$ cat config.mk
export PLATFORM = sky130hd
export DESIGN_NAME = sram_bist_sequencer
export DESIGN_NICKNAME = d
export VERILOG_FILES = /design/src/rtl/sram_bist_sequencer_pkg.sv /design/src/rtl/sram_bist_sequencer_checker.sv /design/src/rtl/sram_bist_sequencer.sv
export SDC_FILE = /design/constraint.sdc
export NUM_CORES = 1
export LEC_CHECK = 0
export ABC_AREA = 1
export CAP_MARGIN = 25
export CORE_MARGIN = 2
export CORE_UTILIZATION = 30
export DETAILED_ROUTE_END_ITERATION = 10
export PLACE_DENSITY = 0.53
export SYNTH_ARGS = -nofsm -noshare
export SYNTH_HDL_FRONTEND = slang
export SYNTH_SLANG_ARGS = --single-unit
$ cat constraint.sdc
create_clock -name clk -period 1.96 [get_ports clk]
set_input_delay 0.392 -clock clk [delete_from_list [all_inputs] [get_ports clk]]
set_output_delay 0.392 -clock clk [all_outputs]
set_load 0.05 [all_outputs]
$ cat src/rtl/sram_bist_sequencer_pkg.sv
// sram_bist_sequencer_pkg: shared state, command types and default bus widths for the SRAM BIST sequencer
package sram_bist_sequencer_pkg;
  localparam int SRAM_ADDR_W = 16;
  localparam int SRAM_DATA_W = 8;
  typedef enum logic [2:0] {IDLE, WRITE, READ_REQ, READ_WAIT, DONE} bist_state_e;
  typedef struct packed {
    logic                   we;
    logic [SRAM_ADDR_W-1:0] addr;
    logic [SRAM_DATA_W-1:0] wdata;
  } sram_cmd_t;
endpackage

$ cat src/rtl/sram_bist_sequencer_checker.sv
// sram_bist_sequencer_checker: read-back compare, saturating error count, first failing address capture
module sram_bist_sequencer_checker #(
  parameter int ADDR_W = 16,
  parameter int DATA_W = 8
) (
  input  logic              clk,
  input  logic              rst_n,
  input  logic              clear,
  input  logic              rsp,
  input  logic              tmo,
  input  logic [DATA_W-1:0] rdata,
  input  logic [DATA_W-1:0] expected,
  input  logic [ADDR_W-1:0] addr,
  output logic [7:0]        err_count,
  output logic [ADDR_W-1:0] first_err_addr
);
  logic err;
  assign err = (rsp && rdata != expected) || tmo;
  always_ff @(posedge clk or negedge rst_n) begin
    if (!rst_n) begin
      err_count <= '0;
      first_err_addr <= '0;
    end else if (clear) begin
      err_count <= '0;
      first_err_addr <= '0;
    end else if (err) begin
      if (err_count != 8'hFF) err_count <= err_count + 8'd1;
      if (err_count == 8'd0) first_err_addr <= addr;
    end
  end
endmodule

$ cat src/rtl/sram_bist_sequencer.sv
// sram_bist_sequencer: writes addr^SEED to NUM_WORDS words, reads them back and reports mismatches/timeouts
module sram_bist_sequencer
  import sram_bist_sequencer_pkg::*;
#(
  parameter int                ADDR_W    = SRAM_ADDR_W,
  parameter int                DATA_W    = SRAM_DATA_W,
  parameter int                NUM_WORDS = 10,
  parameter logic [DATA_W-1:0] SEED      = '0,
  parameter int                TIMEOUT   = 255
) (
  input  logic              clk,
  input  logic              rst_n,
  input  logic              start,
  output logic              cmd_valid,
  input  logic              cmd_ready,
  output logic              cmd_we,
  output logic [ADDR_W-1:0] cmd_addr,
  output logic [DATA_W-1:0] cmd_wdata,
  input  logic              rsp_valid,
  input  logic [DATA_W-1:0] rsp_rdata,
  output logic              busy,
  output logic              done,
  output logic              pass,
  output logic [7:0]        err_count,
  output logic [ADDR_W-1:0] first_err_addr
);
  localparam int TW = $clog2(TIMEOUT + 1);
  localparam logic [ADDR_W:0] LAST = (ADDR_W + 1)'(NUM_WORDS - 1);
  localparam logic [TW-1:0] TMO_V = TW'(TIMEOUT);
  bist_state_e state, state_n;
  logic [ADDR_W:0] idx, idx_n;
  logic [TW-1:0] timer;
  logic start_ok, acc, last, chk_rsp, chk_tmo, wr_n, rd_n;
  assign start_ok = start && (state == IDLE || state == DONE);
  assign acc = cmd_valid && cmd_ready;
  assign last = idx == LAST;
  assign chk_rsp = state == READ_WAIT && rsp_valid;
  assign chk_tmo = state == READ_WAIT && !rsp_valid && timer == TMO_V;
  assign wr_n = state_n == WRITE;
  assign rd_n = state_n == READ_REQ;
  assign pass = done && err_count == 8'd0;
  always_comb begin
    state_n = state;
    idx_n = idx;
    unique case (state)
      IDLE, DONE: if (start_ok) begin
        state_n = WRITE;
        idx_n = '0;
      end
      WRITE: if (acc) begin
        state_n = last ? READ_REQ : WRITE;
        idx_n = last ? '0 : idx + 1'b1;
      end
      READ_REQ: if (acc) state_n = READ_WAIT;
      READ_WAIT: if (chk_rsp || chk_tmo) begin
        state_n = last ? DONE : READ_REQ;
        idx_n = last ? idx : idx + 1'b1;
      end
      default: state_n = IDLE;
    endcase
  end
  // command and status outputs are registered from the next state so they hold steady through stalls
  always_ff @(posedge clk or negedge rst_n) begin
    if (!rst_n) begin
      state <= IDLE;
      idx <= '0;
      timer <= '0;
      cmd_valid <= 1'b0;
      cmd_we <= 1'b0;
      cmd_addr <= '0;
      cmd_wdata <= '0;
      busy <= 1'b0;
      done <= 1'b0;
    end else begin
      state <= state_n;
      idx <= idx_n;
      timer <= (state == READ_WAIT && state_n == READ_WAIT) ? timer + 1'b1 : '0;
      cmd_valid <= wr_n || rd_n;
      cmd_we <= wr_n;
      cmd_addr <= (wr_n || rd_n) ? idx_n[ADDR_W-1:0] : '0;
      cmd_wdata <= wr_n ? idx_n[DATA_W-1:0] ^ SEED : '0;
      busy <= wr_n || rd_n || state_n == READ_WAIT;
      done <= state_n == DONE;
    end
  end
  sram_bist_sequencer_checker #(.ADDR_W(ADDR_W), .DATA_W(DATA_W)) u_checker (
    .clk(clk),
    .rst_n(rst_n),
    .clear(start_ok),
    .rsp(chk_rsp),
    .tmo(chk_tmo),
    .rdata(rsp_rdata),
    .expected(idx[DATA_W-1:0] ^ SEED),
    .addr(idx[ADDR_W-1:0]),
    .err_count(err_count),
    .first_err_addr(first_err_addr)
  );
endmodule

### After elaboration in Yosys (flattened, before gate mapping)

Index checks and enable logic that the tools add are counted.

| storage, ports and cells | value |
|---|---|
| output and inout bits | 53 |
| input port bits | 13 |
| word-level logic and storage cells | 77 |
| flip-flop bits (word level) | 80 |

| cells by class | value |
|---|---|
| reductions and logical operators | 24 |
| eq/ne operators | 16 |
| mux-type cells | 22 |
| $add $sub $neg | 3 |

Operators with widths:

| operator | number |
|---|---|
| 2-to-1 mux 17 bit | 5 |
| 2-to-1 mux 16 bit | 4 |
| one-hot mux 17 bit (3 select lines) | 1 |
| 2-to-1 mux 8 bit | 5 |
| adder 17 x 1 -> 17 bit (second input constant) | 1 |
| equality test 17 x 4 -> 1 bit (second input constant) | 1 |
| adder 8 x 1 -> 8 bit (second input constant) | 2 |
| 2-to-1 mux 3 bit | 5 |
| equality test 3 x 2 -> 1 bit (second input constant) | 4 |
| one-hot mux 3 bit (4 select lines) | 1 |
| equality test 8 bit (second input constant) | 1 |
| logical AND 1 bit | 8 |
| logical NOT 8 bit | 1 |
| inequality test 2 bit (second input constant) | 4 |
| inequality test 8 bit | 1 |
| inequality test 8 bit (second input constant) | 1 |
| equality test 3 x 1 -> 1 bit (second input constant) | 2 |
| equality test 3 bit (second input constant) | 2 |
| nonzero test 2 bit | 3 |
| logical OR 1 bit | 5 |
| AND reduction 5 bit | 1 |
| AND reduction 2 bit | 2 |
| logical NOT 3 bit | 1 |
| nonzero test 3 bit | 1 |
| 3 further kinds | 3 |

### Longest topological paths before layout

Gate-level depths: netlist (run 1).

| logic depth | value |
|---|---|
| word-level depth | 9 |
| depth in mapped cells | 15 |
| gate-level depth less buffers | 15 |

### Hierarchy

Synthesis (run 1) repeated with hierarchy kept, for this count alone.

| second synthesis, totals | value |
|---|---|
| cell total of the unflattened synthesis | 646 |
| area total of the unflattened synthesis | 4777.1 µm² |

By module, submodules not included:

| module | sequential area each (µm²) | cells an instance | instances | area each (µm²) |
|---|---|---|---|---|
| sram_bist_sequencer | 1401.3 | 433 | 1 | 3298.2 |
| sram_bist_sequencer_checker | 600.6 | 213 | 1 | 1478.9 |

### Worst setup path before layout (run 1)

No wires, ideal clock.

| path | value |
|---|---|
| path kind | flip-flop to output port |
| start | register u_checker.err_count[4] |
| end | output pass |
| required time | 1.568 ns |
| arrival | 1.703 ns |
| buffers on the path | 0 |
| stages on the path, launching flop included | 4 |
| path slack | -0.135 ns |
| cells stage by stage | dfrtp_1 nor4_1 nand3_1 nor2_1 |

| between the ends | value |
|---|---|
| cells in the longest elaborated chain, start to end | 2 |

RTL lines:

| what | RTL line | RTL |
|---|---|---|
| from (decl) | sram_bist_sequencer_checker.sv:14 | `output logic [7:0] err_count,` |
| from (signal assigned) | sram_bist_sequencer_checker.sv:27 | `if (err_count != 8'hFF) err_count <= err_count + 8'd1;` |
| logical NOT 8 bit | sram_bist_sequencer.sv:41 | `assign pass = done && err_count == 8'd0;` |
| logical AND 1 bit | sram_bist_sequencer.sv:41 |  |
| to (decl) | sram_bist_sequencer.sv:23 | `output logic pass,` |

No other way between the ends.

### Worst setup path in the final report (run 1)

| path | value |
|---|---|
| start | register cmd_addr[0] |
| end | output cmd_addr[0] |

RTL lines:

| what | RTL line | RTL |
|---|---|---|
| from (decl) | sram_bist_sequencer.sv:17 | `output logic [ADDR_W-1:0] cmd_addr,` |
| from (signal assigned) | sram_bist_sequencer.sv:80 | `cmd_addr <= (wr_n \|\| rd_n) ? idx_n[ADDR_W-1:0] : '0;` |

No word-level cell between the ends.

==> flow_summary_export.csv, run 1 <==
group,metric,value,unit
floorplan,starting_density_of_the_core,0.305,
place,port_buffers,65,
clock_network,cts_buffers,9,
pwr,power_per_cell_area,1680,nW/um^2
global_route,grtUsageMet3,0.0265,
global_route,grt_first_pass_wirelength,19600,microns
pwr,p_leak,2.93,nW
detailed_routing,route.antenna.remaining_nets,0,
clock_network,clk_latency,0.35,ns
global_route,grt_pass1_vias,3905,
yosys,mappedNetlistNets,582,
min_path,hold-path-endpoint,"timer[0]$_DFF_PN0_",
detailed_routing,route.detailed.wl_per_inst,14.0,microns
yosys,post_synthesis_simple_gate_area_fraction,0.380,
clock_network,htreeDepth,3,
yosys,synthDistinctLibCells,43,
sta,report.final.setup_viol,0,
critical_path,crit_path_max_incr_delay,0.82,ns
run_status,status,"completed",
floorplan,fp.coreArea,14400,sq um
critical_path,setup_crit_end_kind,"output pin",
place,place_ws,-0.0969,ns
global_route,globalRouteMet1Util,0.200,
sta,worst_slew_pin_slew,0.510,ns
sta,worst_hold_slack,0.460,ns
critical_path,crit_path_class,"flip-flop to output pin",
detailed_routing,first_pass_iters,4,
yosys,netlist.area_leader.share,0.455,
global_route,grt_antenna_before_repair,0,
critical_path,critical_path.top_delay_family,"buffers and inverters",
sta,slew_viol_final,0,
yosys,netlist_area,4400,sq um
clock_network,cts_tree,"built",
critical_path,reg2reg_from,"idx[1]$_DFF_PN0_",
sta,grt_setup_unrepaired,"yes",
detailed_routing,vias,3941,
yosys,main_combinational_cell_family_by_area_after_synthesis,"simple AND/OR/NAND/NOR gates",
global_route,gr-max-usage-layer,"met2",
cells_and_area,synthToLayoutAreaGrowth,33.2,%
clock_network,cts.reportedPaths.clkPinSlew,0.06,ns
floorplan,die_width,125,microns
yosys,yosysSeqAreaShare,0.455,
critical_path,worstPathRequired,1.57,ns
critical_path,startpoint,"cmd_addr[0]$_DFF_PN0_",
yosys,synth_mux_area_frac,0,
yosys,number_of_storage_elements_in_the_synthesis_netlist,80,
sta,finalHoldViolations,0,
clock_network,cts_sinks,80,
critical_path,r2r_end,"cmd_addr[0]$_DFF_PN0_",
global_route,globalRouteOverflowTotal,0,
yosys,synth-adder-area-share,0.0171,
yosys,synth_warnings,0,
global_route,maximum_number_of_pins_on_one_net_before_global_route_repair,35,
critical_path,worstPathCellList,"clkdlybuf4s50_1",
flow_run,cap_violations,0,
sta,fmaxAchievable,520,MHz
yosys,synthesized_area_fraction_occupied_by_ao_oa_aoi_and_oai_cells,0.0390,
cells_and_area,area_used_by_multi_input_combinational_logic,2060,sq um
detailed_routing,detail_route.iter0.violations,286,
cells_and_area,mostFrequentLayoutCell,"sky130_fd_sc_hd__nand2_1",
sta,worst_slew_margin,0.659,
cells_and_area,num_antenna_cells,0,
sta,worst_slack,0.0366,ns
cells_and_area,num-fill-cells,1503,
critical_path,kind_of_launch_point_of_the_worst_setup_path,"flip-flop",
yosys,syn_area_per_cell,7.81,sq um
yosys,synth-xor-area-share,0.0239,
place,placed_cells_incl_taps,844,
sta,timing.final.crit_share,0.981,
sta,timing.setup.tns,0,ns
cells_and_area,final-instance-count-excl-fill,864,
global_route,grt_usage,0.159,
critical_path,timing.critical_path.slowest_stage_cell,"sky130_fd_sc_hd__clkdlybuf4s50_1",
cells_and_area,nNetsFinal,694,
min_path,holdCritPathClass,"flip-flop to flip-flop",
yosys,synth.largest_area_cell,"sky130_fd_sc_hd__dfrtp_1",
place,place_congestion,0.870,
global_route,use_met2,0.270,
min_path,hold_depth,1,
critical_path,ff2ff_path_depth,12,
yosys,syn-instance-count,563,
critical_path,worstPathMaxFanout,1,
sta,final.setup_skew,0.00651,ns
cells_and_area,total_area_of_sequential_cells,2000,sq um
floorplan,die-area,15600,sq um
detailed_routing,routed_wirelength,12100,microns
detailed_routing,drt_drc_violations_left,0,
yosys,synth_area_leaders,"sky130_fd_sc_hd__dfrtp_1 (46%), sky130_fd_sc_hd__nand2_1 (14%), sky130_fd_sc_hd__nand3_1 (6.9%)",
floorplan,die_height,125,microns
clock_network,cts_buffer_depth,2,
critical_path,cp.arrival,1.53,ns
cells_and_area,final_core_util,0.406,
min_path,launch_point_of_the_worst_hold_path,"timer[0]$_DFF_PN0_",
cells_and_area,drive_gt1_frac,0.207,
critical_path,regToRegSetupSlack,0.14,ns
place,hpwl_detailed,9270,microns
clock_network,cts_root_buf,"sky130_fd_sc_hd__clkbuf_16",
cells_and_area,final_cell_mix,"sky130_fd_sc_hd__nand2_1 (160), sky130_fd_sc_hd__dfrtp_1 (79), sky130_fd_sc_hd__nor2_1 (69)",
detailed_routing,number_of_vias_per_cell,4.56,
floorplan,floorplan.rows,44,
sta,post-route-min-period,1.92,ns
floorplan,top_level_ports,66,
pwr,ir_worst_vdd,0.542,mV
critical_path,critical_path.n_buffers_inverters,1,
-- cells by family (layout without fill, tap and decap cells) --
logic type / count (synthesis) / in the layout
and+or+nand+nor: 357 / 357
buffers and inverters: 84 / 201
xor gates and xnor gates: 12 / 12
adders and majority gates: 6 / 6
AOI/OAI and AO/OA: 24 / 24
DFF: 80 / 80
-- synth_stat cells, drive strengths merged --
cell and count:
ha 6, nor3 8, xnor2 7, nor3b 2, dfrtp 80, nor4 2
a31oi 1, xor2 5, or2 3, a311oi 2, a211oi 2, o21bai 1
nand3 67, a21oi 7, and2 1, clkinv 2, buf 12, nand2 178
o21ai 8, inv 70, o32ai 2, nor2 83, nand4 10, o22ai 1
nand3b 3
-- how the worst max path moves through the flow --
stage,depth (start not counted),slack [ns],to
final,1,0.04,cmd_addr[0]
after global routing,14,-0.03,cmd_addr[14]$_DFF_PN0_
after CTS,4,0.01,pass
after detailed placement,11,-0.1,u_checker.err_count[1]$_DFFE_PN0P_
after global placement,11,-0.09,u_checker.first_err_addr[4]$_DFFE_PN0P_
after floorplan,3,0.08,pass
-- registers in the layout, summed over array words and instances (netlist names) --
signal,cells
cmd_valid,1
idx,17
u_checker.first_err_addr,16
cmd_wdata,8
u_checker.err_count,8
busy,1
cmd_we,1
cmd_addr,16
state,3
timer,8
done,1
-- where the power goes --
group | switching, mW | internal [mW] | total (mW)
clock | 0.665 | 0.961 | 1.63
combinational | 3.66 | 2.00 | 5.66
sequential | 0.408 | 2.13 | 2.54
-- per-layer routing --
| metal | wire length (microns) | up-vias | part of all wire |
|---|---|---|---|
| met4 | 231 | 0 | 0.019 |
| met5 | 0 | - | 0 |
| li1 | - | 1998 | - |
| met1 | 5360 | 1848 | 0.44 |
| met2 | 6050 | 78 | 0.50 |
| met3 | 417 | 17 | 0.035 |
-- through the flow --
stage / instance area, sq um / power [mW]
global placement: 5490 / 8.00
CTS: 5800 / 9.75
finish: 5850 / 9.83
global route: 5850 / 10.5
detailed placement: 5490 / 8.04
floorplan: 4400 / 6.13
-- cell type report --
type / instances / share of cell area
multi-input cells: 399 / 0.351
flip-flops and latches: 80 / 0.342
repair buffers: 113 / 0.172
clock buffers: 14 / 0.0468
inverters: 72 / 0.0466
well taps: 184 / 0.0393
clock inverters: 2 / 0.00214
-- what timing repair did --
action | in CTS | in global routing
setup buffers | 1 | 2
pin swaps | 1 | 3
hold buffers | 1 | 0
resized for setup | 0 | 10
endpoints found under the hold margin | 23 | 0
cloned | 0 | 0
endpoints found under the setup margin | 1 | 24
Power figures use the tool's default switching activity.
==> run 2: changes to the inputs <==
--- a/config.mk
+++ b/config.mk
@@ -7,10 +7,11 @@
 export LEC_CHECK = 0
 export ABC_AREA = 1
 export CAP_MARGIN = 25
-export CORE_MARGIN = 2
+export CELL_PAD_IN_SITES_DETAIL_PLACEMENT = 1
+export CELL_PAD_IN_SITES_GLOBAL_PLACEMENT = 1
 export CORE_UTILIZATION = 30
 export DETAILED_ROUTE_END_ITERATION = 10
-export PLACE_DENSITY = 0.53
+export PLACE_DENSITY = 0.67
 export SYNTH_ARGS = -nofsm -noshare
 export SYNTH_HDL_FRONTEND = slang
 export SYNTH_SLANG_ARGS = --single-unit
==> run 2 against run 1 <==
Compared with the run above: utilization increased by 2.6 points; die area shrank 3.2%; total power increased by 7.4%; first-iteration DRC count shrank 40%; critical path depth did not move; worst setup slack gained 0.0064 ns; design area grew 4.1%.
==> flow_summary_export.csv, run 2 (synthesis gave the netlist of run 1 again) <==
group,metric,value,unit
place,hpwl_detailed,10400,microns
sta,report.final.setup_viol,0,
global_route,maximum_number_of_pins_on_one_net_before_global_route_repair,41,
cells_and_area,mostFrequentLayoutCell,"sky130_fd_sc_hd__nand2_1",
global_route,grt_first_pass_wirelength,22000,microns
cells_and_area,synthToLayoutAreaGrowth,38.6,%
place,placedInstanceArea,5540,sq um
cells_and_area,largest-register,"idx",
sta,worst_slew_margin,0.663,
cells_and_area,drive_gt1_frac,0.245,
critical_path,regToRegSetupSlack,0.05,ns
pwr,ir_worst_vdd,0.645,mV
place,place_congestion,0.846,
global_route,grt_antenna_before_repair,0,
critical_path,kind_of_launch_point_of_the_worst_setup_path,"flip-flop",
sta,timing.final.crit_share,0.978,
critical_path,crit_path_max_incr_delay,0.81,ns
clock_network,cts_tree,"built",
floorplan,die_height,123,microns
global_route,grt_pass1_vias,4350,
sta,finalHoldViolations,0,
place,port_buffers,65,
detailed_routing,vias,4097,
sta,slew_viol_final,0,
cells_and_area,final_cell_mix,"sky130_fd_sc_hd__nand2_1 (158), sky130_fd_sc_hd__dfrtp_1 (74), sky130_fd_sc_hd__buf_4 (70)",
clock_network,htreeDepth,3,
cells_and_area,final-instance-count-excl-fill,869,
detailed_routing,route.antenna.remaining_nets,0,
floorplan,die_width,123,microns
flow_run,cap_violations,0,
sta,grt_setup_unrepaired,"yes",
critical_path,setup_crit_end_kind,"output pin",
sta,fmaxAchievable,522,MHz
floorplan,starting_density_of_the_core,0.312,
floorplan,top_level_ports,66,
critical_path,critical_path.top_delay_family,"buffers and inverters",
cells_and_area,num-fill-cells,1706,
detailed_routing,routed_wirelength,13600,microns
detailed_routing,route.detailed.wl_per_inst,15.6,microns
cells_and_area,stdcell_area,6090,sq um
cells_and_area,largest_register_ffs,17,
clock_network,cts.reportedPaths.clkPinSlew,0.07,ns
critical_path,critical_path.n_buffers_inverters,1,
detailed_routing,detail_route.iter0.violations,173,
clock_network,cts_buffer_depth,2,
clock_network,clk_latency,0.36,ns
critical_path,worstPathCellList,"clkdlybuf4s50_1",
critical_path,cp.arrival,1.53,ns
critical_path,timing.critical_path.slowest_stage_cell,"sky130_fd_sc_hd__clkdlybuf4s50_1",
cells_and_area,nNetsFinal,703,
floorplan,floorplan.rows,43,
pwr,report.power.total,10.6,mW
critical_path,worstPathMaxFanout,1,
critical_path,worstPathRequired,1.57,ns
clock_network,cts_root_buf,"sky130_fd_sc_hd__clkbuf_16",
global_route,globalRouteOverflowTotal,0,
sta,timing.setup.tns,0,ns
clock_network,cts_buffers,9,
global_route,grt_usage,0.195,
run_status,status,"completed",
pwr,power_per_cell_area,1730,nW/um^2
cells_and_area,num_antenna_cells,0,
pwr,p_leak,3.02,nW
sta,worst_hold_slack,0.459,ns
cells_and_area,reg_top3,"idx (17), cmd_addr (16), u_checker.first_err_addr (16)",
clock_network,cts_sinks,80,
detailed_routing,drt_drc_violations_left,0,
place,placed_cells_incl_taps,842,
min_path,holdCritPathClass,"input port to async pin",
critical_path,crit_path_class,"flip-flop to output pin",
sta,worst_slew_pin_slew,0.503,ns
detailed_routing,first_pass_iters,4,
detailed_routing,number_of_vias_per_cell,4.71,
floorplan,fp.coreArea,14100,sq um
sta,final.setup_skew,0.0173,ns
sta,post-route-min-period,1.92,ns
floorplan,die-area,15100,sq um
## run 2: cell types whose count changed in the layout (fill, tap and decap cells not counted), moves of 4 or more
cell | previous run | this run
sky130_fd_sc_hd__dfrtp_2 | 1 | 6
sky130_fd_sc_hd__buf_4 | 66 | 70
sky130_fd_sc_hd__dfrtp_1 | 79 | 74
sky130_fd_sc_hd__nor2_4 | 5 | 9
## run 2: report_power, final
part           internal [mW]  total, mW  switching (mW)
clock                   1.11       1.81           0.698
combinational           2.27       6.24            3.97
sequential              2.14       2.51           0.366
total                   5.52       10.6            5.03
## run 2: final timing paths
path                                                           from                                        to  cells after the start
setup / recovery                              cmd_addr[5]$_DFF_PN0_                               cmd_addr[5]                      1
setup reg to reg                                   idx[0]$_DFF_PN0_                     cmd_addr[9]$_DFF_PN0_                     13
hold / removal                                                rst_n                     cmd_addr[2]$_DFF_PN0_                      2
max in group asynchronous                                     rst_n                    cmd_wdata[0]$_DFF_PN0_                      3
hold reg to reg            u_checker.first_err_addr[14]$_DFFE_PN0P_  u_checker.first_err_addr[14]$_DFFE_PN0P_                      2
min in group clk           u_checker.first_err_addr[14]$_DFFE_PN0P_  u_checker.first_err_addr[14]$_DFFE_PN0P_                      2
## run 2: layout make-up
| type | count | area, sq um | area share |
|---|---|---|---|
| clock inverter | 6 | 83.8 | 0.0138 |
| tap | 180 | 225 | 0.0370 |
| inverter | 72 | 273 | 0.0448 |
| sequential | 80 | 2010 | 0.330 |
| multi-input combinational | 399 | 2170 | 0.355 |
| timing repair buffer | 122 | 1110 | 0.182 |
| clock buffer | 10 | 229 | 0.0376 |
## run 2: per-stage QoR
step / utilization / setup slack (ns)
after floorplan: - / 0.0752
after global placement: 0.393 / -0.0383
after detailed placement: 0.393 / -0.0938
after CTS: 0.417 / -0.0106
after global routing: 0.432 / -0.106
final: 0.432 / 0.0430
## run 2: repair_timing
item / 4_1_cts / 5_1_grt
cloned: 0 / 0
hold buffers: 1 / 0
gates resized for setup: 3 / 37
endpoints found under the setup margin: 3 / 33
pin swaps: 1 / 11
endpoints found under the hold margin: 15 / 0
buffers inserted: 1 / 9
## run 2: routing by layer
metal | part of all wire | up-vias | global-route usage
met5 | 0 | - | 0
met4 | 0.028 | 0 | 0.0941
met3 | 0.030 | 23 | 0.0295
met2 | 0.51 | 63 | 0.343
met1 | 0.44 | 2000 | 0.231
li1 | - | 2011 | -
==> run 3: changes to the inputs <==
--- a/config.mk
+++ b/config.mk
@@ -11,7 +11,8 @@
 export CELL_PAD_IN_SITES_GLOBAL_PLACEMENT = 1
 export CORE_UTILIZATION = 30
 export DETAILED_ROUTE_END_ITERATION = 10
-export PLACE_DENSITY = 0.67
+export DONT_BUFFER_PORTS = 1
+export PLACE_DENSITY = 0.59
 export SYNTH_ARGS = -nofsm -noshare
 export SYNTH_HDL_FRONTEND = slang
 export SYNTH_SLANG_ARGS = --single-unit
==> run 3 against run 2 <==
Compared with the run above: the run now ends with hold timing left; highest routed layer unchanged; clock skew down 0.011 ns; sequential share of layout area rose by 5.3 points; worst setup slack improved by 0.023 ns; utilization shrank 6.1 points; global-route usage is 1.0 points lower; worst hold slack worse by 0.72 ns.
==> flow_summary_export.csv, run 3 (synthesis gave the netlist of run 1 again) <==
group,metric,value,unit
critical_path,kind_of_launch_point_of_the_worst_setup_path,"flip-flop",
detailed_routing,routed_wirelength,12800,microns
sta,report.final.setup_viol,0,
place,placed_cells_incl_taps,766,
critical_path,cp.arrival,1.50,ns
sta,post-route-min-period,1.89,ns
pwr,p_comb_frac,0.455,
pwr,power_switching_share,0.512,
sta,slew_viol_final,0,
detailed_routing,number_of_vias_per_cell,4.71,
floorplan,fp.coreArea,14100,sq um
floorplan,die-area,15100,sq um
run_status,status,"complete, but fails checks",
sta,final.setup_skew,0.00654,ns
detailed_routing,route.antenna.remaining_nets,0,
cells_and_area,final_cell_mix,"sky130_fd_sc_hd__nand2_1 (160), sky130_fd_sc_hd__dfrtp_1 (77), sky130_fd_sc_hd__nor2_1 (69)",
pwr,power_per_cell_area,1790,nW/um^2
critical_path,worstPathRequired,1.57,ns
global_route,grt_usage,0.184,
clock_network,htreeDepth,3,
sta,finalHoldViolations,80,
clock_network,cts_tree,"built",
sta,timing.final.crit_share,0.967,
flow_run,cap_violations,0,
detailed_routing,drt_drc_violations_left,0,
clock_network,cts_buffer_depth,2,
min_path,holdCritPathClass,"input port to async pin",
sta,timing.setup.tns,0,ns
cells_and_area,final-instance-count-excl-fill,784,
sta,fmaxAchievable,528,MHz
cells_and_area,nNetsFinal,619,
place,port_buffers,0,
floorplan,starting_density_of_the_core,0.312,
global_route,globalRouteOverflowTotal,0,
sta,worst_slew_pin_slew,0.510,ns
detailed_routing,vias,3694,
sta,grt_setup_unrepaired,"yes",
critical_path,crit_path_class,"flip-flop to output pin",
global_route,grt_antenna_before_repair,0,
cells_and_area,largest-register,"idx",
cells_and_area,largest_register_ffs,17,
detailed_routing,route.detailed.wl_per_inst,16.3,microns
run_status,violations,"hold timing",
cells_and_area,reg_top3,"idx (17), cmd_addr (16), u_checker.first_err_addr (16)",
clock_network,cts_root_buf,"sky130_fd_sc_hd__clkbuf_16",
cells_and_area,synthToLayoutAreaGrowth,19.1,%
cells_and_area,num-fill-cells,1743,
pwr,report.power.total,9.35,mW
pwr,intPower,4.56,mW
global_route,maximum_number_of_pins_on_one_net_before_global_route_repair,81,
detailed_routing,first_pass_iters,4,
global_route,grt_pass1_vias,3883,
clock_network,clk_latency,0.34,ns
pwr,power.clock.fraction,0.177,
detailed_routing,detail_route.iter0.violations,163,
floorplan,die_height,123,microns
floorplan,floorplan.rows,43,
sta,worst_hold_slack,-0.256,ns
critical_path,setup_crit_end_kind,"output pin",
pwr,total_switching_power,4.79,mW
clock_network,cts_sinks,80,
critical_path,startpoint,"u_checker.err_count[4]$_DFFE_PN0P_",
cells_and_area,num_antenna_cells,0,
sta,worst_slew_margin,0.660,
global_route,grt_first_pass_wirelength,21000,microns
pwr,seq_power_share,0.368,
critical_path,worstPathMaxFanout,2,
clock_network,cts_buffers,9,
floorplan,top_level_ports,66,
clock_network,cts.reportedPaths.clkPinSlew,0.06,ns
place,place_congestion,0.818,
cells_and_area,drive_gt1_frac,0.192,
pwr,ir_worst_vdd,0.870,mV
cells_and_area,mostFrequentLayoutCell,"sky130_fd_sc_hd__nand2_1",
place,hpwl_detailed,9710,microns
pwr,p_leak,2.63,nW
critical_path,reg2reg_from,"idx[1]$_DFF_PN0_",
floorplan,die_width,123,microns
==> run 3: worst max-delay path: stages (launching register included) <==
cell and delay [ns]:
sky130_fd_sc_hd__dfrtp_2 0.43, sky130_fd_sc_hd__nor4_4 0.31, sky130_fd_sc_hd__nand3_2 0.15, sky130_fd_sc_hd__nor2_4 0.13
sky130_fd_sc_hd__buf_12 0.14
==> run 3: path summary, 6_finish.rpt <==
check                           cells past startpoint                                  to  slack (ns)
worst min register to register                      1                  timer[0]$_DFF_PN0_        0.48
min in group clk                                    4  u_checker.err_count[3]$_DFFE_PN0P_        0.41
worst max-delay path                                4                                pass        0.07
max in group asynchronous                           0  u_checker.err_count[5]$_DFFE_PN0P_        2.11
worst min-delay path                                0                    idx[3]$_DFF_PN0_       -0.26
worst max register to register                     11              cmd_wdata[0]$_DFF_PN0_        0.12
==> run 3: final cells by class <==
class / count / area (sq um) / area share
repair buffers: 38 / 310 / 0.0593
inverters: 72 / 275 / 0.0526
clock buffers: 11 / 243 / 0.0464
well taps: 180 / 225 / 0.0430
multi-input cells: 399 / 2130 / 0.407
flip-flops and latches: 80 / 2010 / 0.383
clock inverters: 4 / 45.0 / 0.00860
==> run 3: through the flow <==
stage	setup WS (ns)	hold WS, ns	cell area [sq um]	util
after floorplan	0.0752	0.0964	4400	-
after global placement	0.0335	0.100	4800	0.341
after detailed placement	0.0570	0.101	4800	0.341
after CTS	-0.0117	-0.273	5110	0.363
after global routing	-0.0243	-0.279	5240	0.371
final	0.0655	-0.256	5240	0.371
==> run 3: power by group through the flow <==
| stage | clock network [mW] | logic, mW | registers, mW |
|---|---|---|---|
| detailed placement | 0 | 3.93 | 3.47 |
| finish | 1.66 | 4.26 | 3.44 |
| CTS | 1.72 | 4.02 | 3.44 |
| global placement | 0 | 3.86 | 3.45 |
| global route | 1.78 | 4.71 | 3.50 |
| floorplan | 0 | 2.47 | 3.66 |
==> run 3: repair_timing <==
action                                  in CTS  in global routing
setup buffers                                2                  1
hold endpoints to repair                    80                 80
endpoints found under the setup margin       1                 29
gates resized for setup                      3                 23
pin swaps                                    3                  5
==> run 3: layer usage <==
metal  part of all wire  vias to the layer above  global-route usage
met5                  0                        -                   0
met4              0.013                        0              0.0437
met3              0.041                        8              0.0530
met2               0.51                       42               0.320
met1               0.44                     1804               0.224
li1                   -                     1840                   -
